[src/rtl/ex_mem_pipeline_reg.sv]
// EX/MEM pipeline register: carries control bits, ALU result, store data and destination register into Memory.
// Latency: one cycle from accept to Memory-stage outputs, when the main entry is empty or being consumed.
// Backpressure: out_ready low holds the entry; SKID=1 absorbs one extra entry and drops a registered in_ready.
module ex_mem_pipeline_reg #(
  parameter int DATA_W = 32,
  parameter int REG_W  = 5,
  parameter int SKID   = 1
) (
  input  logic              clk,
  input  logic              rst_n,
  input  logic              in_valid,
  output logic              in_ready,
  input  logic              flush,
  input  logic              RegWriteE,
  input  logic              MemtoRegE,
  input  logic              MemWriteE,
  input  logic [DATA_W-1:0] ALUOutE,
  input  logic [DATA_W-1:0] WriteDataE,
  input  logic [REG_W-1:0]  WriteRegE,
  output logic              out_valid,
  input  logic              out_ready,
  output logic              RegWriteM,
  output logic              MemtoRegM,
  output logic              MemWriteM,
  output logic [DATA_W-1:0] ALUOutM,
  output logic [DATA_W-1:0] WriteDataM,
  output logic [REG_W-1:0]  WriteRegM,
  output logic [1:0]        occupancy
);

  // One complete stage payload; the same layout is used for the main and skid entries.
  typedef struct packed {
    logic              regWrite;
    logic              memtoReg;
    logic              memWrite;
    logic [DATA_W-1:0] aluOut;
    logic [DATA_W-1:0] writeData;
    logic [REG_W-1:0]  writeReg;
  } entry_t;

  entry_t inEntry;
  entry_t mEntry;
  logic   mValid;
  logic   sValid;
  logic   accept;
  logic   consume;

  assign inEntry = {RegWriteE, MemtoRegE, MemWriteE, ALUOutE, WriteDataE, WriteRegE};
  assign accept  = in_valid && in_ready;
  assign consume = mValid && out_ready;

  generate
    if (SKID != 0) begin : g_skid
      entry_t sEntry;

      // in_ready depends only on the skid valid flop, so it never sees out_ready combinationally.
      assign in_ready = !sValid;

      // Valid bits: flush beats everything; a full skid entry drains into main before new data is taken.
      always_ff @(posedge clk or negedge rst_n) begin
        if (!rst_n) begin
          mValid <= 1'b0;
          sValid <= 1'b0;
        end else if (flush) begin
          mValid <= 1'b0;
          sValid <= 1'b0;
        end else if (sValid && consume) begin
          mValid <= 1'b1;
          sValid <= 1'b0;
        end else if (accept && (!mValid || consume)) begin
          mValid <= 1'b1;
        end else if (accept) begin
          sValid <= 1'b1;
        end else if (consume) begin
          mValid <= 1'b0;
        end
      end

      // Payload only moves on an actual transfer, so stalled entries do not toggle.
      always_ff @(posedge clk or negedge rst_n) begin
        if (!rst_n) begin
          mEntry <= '0;
          sEntry <= '0;
        end else if (!flush) begin
          if (sValid && consume) begin
            mEntry <= sEntry;
          end else if (accept && (!mValid || consume)) begin
            mEntry <= inEntry;
          end else if (accept) begin
            sEntry <= inEntry;
          end
        end
      end
    end else begin : g_single
      // Single entry: can take new data whenever the current one leaves this cycle.
      assign in_ready = out_ready || !mValid;
      assign sValid   = 1'b0;

      // Main valid bit: flush clears, accept sets, otherwise a consume empties.
      always_ff @(posedge clk or negedge rst_n) begin
        if (!rst_n) begin
          mValid <= 1'b0;
        end else if (flush) begin
          mValid <= 1'b0;
        end else if (accept) begin
          mValid <= 1'b1;
        end else if (consume) begin
          mValid <= 1'b0;
        end
      end

      // Main payload loads only on a surviving accept.
      always_ff @(posedge clk or negedge rst_n) begin
        if (!rst_n) begin
          mEntry <= '0;
        end else if (!flush && accept) begin
          mEntry <= inEntry;
        end
      end
    end
  endgenerate

  // Side-effecting controls are masked on bubbles; the rest of the payload simply holds.
  assign out_valid  = mValid;
  assign RegWriteM  = mValid && mEntry.regWrite;
  assign MemWriteM  = mValid && mEntry.memWrite;
  assign MemtoRegM  = mEntry.memtoReg;
  assign ALUOutM    = mEntry.aluOut;
  assign WriteDataM = mEntry.writeData;
  assign WriteRegM  = mEntry.writeReg;
  assign occupancy  = {1'b0, mValid} + {1'b0, sValid};

endmodule

[config.mk]
export PLATFORM = sky130hd
export DESIGN_NAME = ex_mem_pipeline_reg
export DESIGN_NICKNAME = d
export VERILOG_FILES = /design/src/rtl/ex_mem_pipeline_reg.sv
export SDC_FILE = /design/constraint.sdc
export NUM_CORES = 1
export LEC_CHECK = 0
export CORE_ASPECT_RATIO = 0.6
export CORE_MARGIN = 10
export CORE_UTILIZATION = 51
export CTS_CLUSTER_SIZE = 14
export DETAILED_ROUTE_END_ITERATION = 7
export MAX_ROUTING_LAYER = met4
export PLACE_DENSITY = 0.81
export SYNTH_ARGS = -nofsm -noshare
export SYNTH_HDL_FRONTEND = slang
export SYNTH_SLANG_ARGS = --single-unit
[constraint.sdc]
create_clock -name clk -period 1.9 [get_ports clk]
set_input_delay 0.285 -clock clk [delete_from_list [all_inputs] [get_ports clk]]
set_output_delay 0.285 -clock clk [all_outputs]
set_load 0.05 [all_outputs]
Yosys cells after proc, flatten, opt, wreduce, memory -nomap -nowiden:

Index checks and enable logic that the tools add are counted.

* register bits: 146
* bits of input ports: 77
* output and inout port bits: 76
* logic and storage cells: 47

* $add $sub $neg: 1
* eq/ne operators: 2
* muxes and demuxes: 11
* bitwise gates (word level): 3
* reductions and logical operators: 16

Operator list (number)
* $mux 72: 2
* $mux 1: 9
* $logic_and 1x1->1: 6
* $reduce_and 2->1: 3
* $ne 4x2->1 const B: 1
* $reduce_and 4->1: 1
* $reduce_bool 4->1: 1
* $ne 3x3->1 const B: 1
* $not 1->1: 3
* $reduce_bool 3->1: 1
* $add 1x1->2: 1
* $logic_not 1->1: 2
* $reduce_bool 2->1: 1
* $logic_or 1x1->1: 1

Logic depth before layout (Yosys ltp):

Gate-level depths: netlist of the first run.

* depth after elaboration: 6
* depth in mapped cells: 5
* mapped depth without buffers: 3

Worst setup path after synthesis of the first run:

OpenSTA, ideal clock, no wires.

* path kind: reg2reg
* from: reg mValid (netlist: out_valid)
* to: reg mEntry, in the netlist ALUOutM[7]
* setup time: 0.125 ns
* arrival: 1.979 ns
* data required time: 1.775 ns
* path slack: -0.204 ns
* cell stages (with the launch flop): 6
* buffers on the path: 2
* clock period less this slack: 2.104 ns
* cells stage by stage: dfrtp_1 buf_4 nand2_1 a221oi_4 buf_6 mux2_2

* cells in the longest elaborated chain, start to end: 5
* elaborated cells on any way between the ends: 8
* classes of those cells: mux (1); reduce/logical (7)

Ends and longest elaborated chain
* from (decl): RTL line 43 `logic mValid;`
* from (signal assigned): RTL line 62 `mValid <= 1'b0;`
* from (signal assigned): RTL line 65 `mValid <= 1'b0;`
* from (signal assigned): RTL line 68 `mValid <= 1'b1;`
* $logic_not 1->1 or $logic_and 1x1->1 (tied branches): RTL line 87, 50
* $logic_or 1x1->1: RTL line 87 `end else if (accept && (!mValid || consume)) begin`
* $logic_and 1x1->1: RTL line 87
* $reduce_bool 2->1 (no source line)
* $reduce_and 2->1 (no source line)
* to (signal assigned): RTL line 86 `mEntry <= sEntry;`
* to (signal assigned): RTL line 88 `mEntry <= inEntry;`
* to (decl): RTL line 42 `entry_t mEntry;`

Parallel ways exist; a longest one is shown, timed or not.
A chain may end at the register's enable or synchronous reset.

Final worst setup path of the first run:

* from: reg mEntry, in the netlist ALUOutM[29]
* to: out ALUOutM[29]

RTL lines
* to (decl): RTL line 25 `output logic [DATA_W-1:0] ALUOutM,`

No word-level cell between the ends.

==> summary.txt, run 1 <==
Synthesis
  • Yosys cell types: 18
  • Post-Syn Area: 6900 sq um
  • Main combinational cell family by area after synthesis: multiplexers
  • Multiplexer share of the synthesized area: 35.3%
  • Cells after synthesis: 468
  • Mapped Nets: 546
  • Synth warn: 0
  • Yosys reg bits: 146
  • Post-Synth XOR/XNOR Area: 0%
  • Area share of fa/ha/maj cells after synthesis: 0.181%
  • Synth Area in Simple Gates: 0.708%
  • Syn avg cell area: 14.7 sq um
  • Register area share after synthesis: 53.0%
  • Compound-Gate Fraction of Synth Area: 0.708%

Critical path
  • Crit end category: output pin
  • Startpoint types: flop
  • Crit Path Category: reg -> out
  • Critical path's top delay family: buffers and inverters
  • Req. time, crit path: 1.62 ns
  • Worst path slowest cell: clkdlybuf4s50_1
  • CP max FO: 2
  • CP Cell Sequence: clkdlybuf4s50_1
  • Critical Path AT: 1.58 ns
  • CP Buf/Inv Count: 1
  • Crit-path max cell delay: 0.82 ns

Clocking
  • Max clock buf depth: 2
  • CTS tree: yes
  • Root buffer cell: clkbuf_16
  • # Post-CTS Setup Buffers: 0
  • CTS clk-pin slew, worst paths: 0.07 ns
  • Clock sinks: 146
  • Worst skew pair latency: 0.41 ns
  • H-tree depth: 4
  • Total CTS buffers: 17

Final layout
  • Final std cells w/o fill: 752
  • Nets: 647
  • Layout Area Growth over Synthesis: 28.8%
  • Fill count: 897
  • Proportion of layout cells with a drive suffix above 1: 47.3%
  • ANT cells: 0
  • Commonest non-fill, non-tap cell in the layout: mux2_2
  • Most frequent cells in the layout: mux2_2, dfrtp_1, clkdlybuf4s50_1

Floorplanning
  • Initial Util: 52.8%
  • Area of the die: 18700 sq um
  • Core Area: 13100 sq um
  • Rows: 32
  • Io pins: 153
  • Die height: 110 um
  • Die width: 170 um

Global route
  • Largest net degree at the start of global routing: 52
  • Antenna violations before repair: 0
  • Number of global-route vias before repair: 4458
  • Remaining global-route overflow: 0
  • First-pass GRT wire length: 24400 um
  • Overall Global Routing Usage: 17.2%

STA
  • Fin. Hold Viols: 0
  • Achievable Freq: 535 MHz
  • Total negative slack: 0 ns
  • Final setup viols: 0
  • Worst-margin pin slew: 0.558 ns
  • RSZ-0062 raised after global routing: false
  • Final worst-path cycle share: 98.3%
  • Clk_skew: 0.00943 ns
  • Fin. max-slew vios: 0
  • Min Tclk post-route: 1.87 ns
  • Worst hold slack: 0.393 ns
  • Slew HR: 62.7%

Drt
  • TritonRoute pass-1 iters: 4
  • DR iter-0 viols: 109
  • Routed length on met3: 1070 um
  • M1 WL: 7280 um
  • Wire per inst: 20.6 um
  • Detailed-route via count: 3895
  • Highest routing layer actually used: met4
  • Total Wirelength: 15500 um
  • Met2 routed wirelength: 7000 um
  • DRC Markers: 0
  • Avg Vias per Cell: 5.18
  • Antenna Nets Post-Route: 0

Power
  • Maximum VDD drop: 0.639 mV
  • Sequential power share: 40.4%
  • Sw Pwr: 0.00361 W
  • Combinational power share: 29.3%
  • Internal Power: 0.00702 W
  • PD cells: 1200 nW/um^2
  • Clk pwr share: 30.4%
  • Switching share of total power: 34.0%
  • Leak Pwr: 4.03 nW

Place
  • Post-DP HPWL: 11100 um
  • DP Cell Count: 719
  • Port Buffers: 152
  • Gpl congestion: 0.788

Hold path
  • Hold WC Path Type: in -> async

Run
  • Maxcap violations: 0

Run status
  • Status: finished clean
[final cells by class]
type / count / area (sq um) / share of cell area, %
Sequential cell: 146 / 3660 / 41.2
Multi-Input combinational cell: 228 / 2560 / 28.9
Timing Repair Buffer: 174 / 1870 / 21.1
Clock buffer: 17 / 425 / 4.79
Tap cell: 170 / 213 / 2.39
Clock inverter: 15 / 145 / 1.63
Inverter: 2 / 7.51 / 0.0845
[cells in the mapped netlist (all sizes together)]
| master | n | area (sq um) |
|---|---|---|
| clkbuf | 3 | 11.3 |
| a221oi | 1 | 26.3 |
| a21oi | 2 | 10.0 |
| o21ai | 1 | 5.00 |
| nand2b | 1 | 13.8 |
| buf | 89 | 682 |
| nand2 | 1 | 3.75 |
| mux2 | 216 | 2430 |
| dfrtp | 146 | 3650 |
| nor4b | 1 | 8.76 |
| and2 | 2 | 12.5 |
| nand3 | 1 | 10.0 |
| ha | 1 | 12.5 |
| inv | 2 | 7.51 |
| a211oi | 1 | 7.51 |
[registers in the layout, summed over array words and instances (netlist names)]
signal / flops
ALUOutM: 32
MemtoRegM: 1
WriteDataM: 32
WriteRegM: 5
g_skid.sEntry: 72
mEntry: 2
out_valid: 1
sValid: 1
[worst paths after layout]
path	start	endpoint	slack [ns]	depth (start not counted)
max in group asynchronous	rst_n	g_skid.sEntry[33]	0.84	3
setup reg to reg	sValid	ALUOutM[22]	0.11	5
hold / removal	rst_n	g_skid.sEntry[11]	0.39	2
min in group clk	ALUOutM[2]	ALUOutM[2]	0.49	1
setup / recovery	ALUOutM[29]	ALUOutM[29]	0.03	1
hold reg to reg	ALUOutM[2]	ALUOutM[2]	0.49	1
[per-layer routing]
metal / vias to the layer above / GRT usage [%]
li1: 1781 / -
met1: 1990 / 21.6
met2: 115 / 26.4
met3: 9 / 6.00
met4: 0 / 4.30
met5: - / -
[power groups by stage]
stage	clock, W	sequential [W]	combinational (W)
after floorplan	0	0.00420	0.00256
final	0.00323	0.00429	0.00311
after global placement	0	0.00429	0.00313
after CTS	0.00329	0.00430	0.00316
after global routing	0.00344	0.00439	0.00327
after detailed placement	0	0.00435	0.00322
[per-stage QoR]
stage	total power (W)	setup WS, ns	utilization [%]	instance area [sq um]
final	0.0106	0.0318	68.1	8880
after global routing	0.0111	0.000126	68.1	8880
after CTS	0.0108	0.000268	67.4	8800
after detailed placement	0.00757	-0.186	63.2	8250
after global placement	0.00742	-0.146	63.2	8250
after floorplan	0.00676	-0.00452	-	6910
[what timing repair did]
item | CTS | global route
gates cloned | 0 | 0
gates resized for setup | 21 | 32
endpoints found under the hold margin | 46 | 0
hold buffers | 1 | 0
endpoints found under the setup margin | 21 | 115
[worst register-to-register path, cell delays in order (launching register included)]
cell	delay (ns)
dfrtp_2	0.47
nand2b_4	0.19
a221oi_4	0.26
buf_4	0.22
buf_12	0.17
mux2_2	0.35
[logic make-up (layout without fill, tap and decap cells)]
logic type	Yosys count	count (layout)
adder cells (fa/ha/maj)	1	1
flip-flops	146	146
AND/OR/NAND/NOR	6	6
multiplexers	216	216
AO/OA/AOI/OAI	5	5
buffers and inverters	94	208
No activity file was read; power rests on OpenSTA's default activity.
==> run 2, diff against run 1 <==
--- a/config.mk
+++ b/config.mk
@@ -5,6 +5,7 @@
 export SDC_FILE = /design/constraint.sdc
 export NUM_CORES = 1
 export LEC_CHECK = 0
+export ABC_CLOCK_PERIOD_IN_PS = 1900
 export CORE_ASPECT_RATIO = 0.6
 export CORE_MARGIN = 10
 export CORE_UTILIZATION = 51
@@ -15,3 +16,4 @@
 export SYNTH_ARGS = -nofsm -noshare
 export SYNTH_HDL_FRONTEND = slang
 export SYNTH_SLANG_ARGS = --single-unit
+export TNS_END_PERCENT = 5
==> results of run 2 <==
The final DEF is identical to that of run 1; final timing and power are the same.
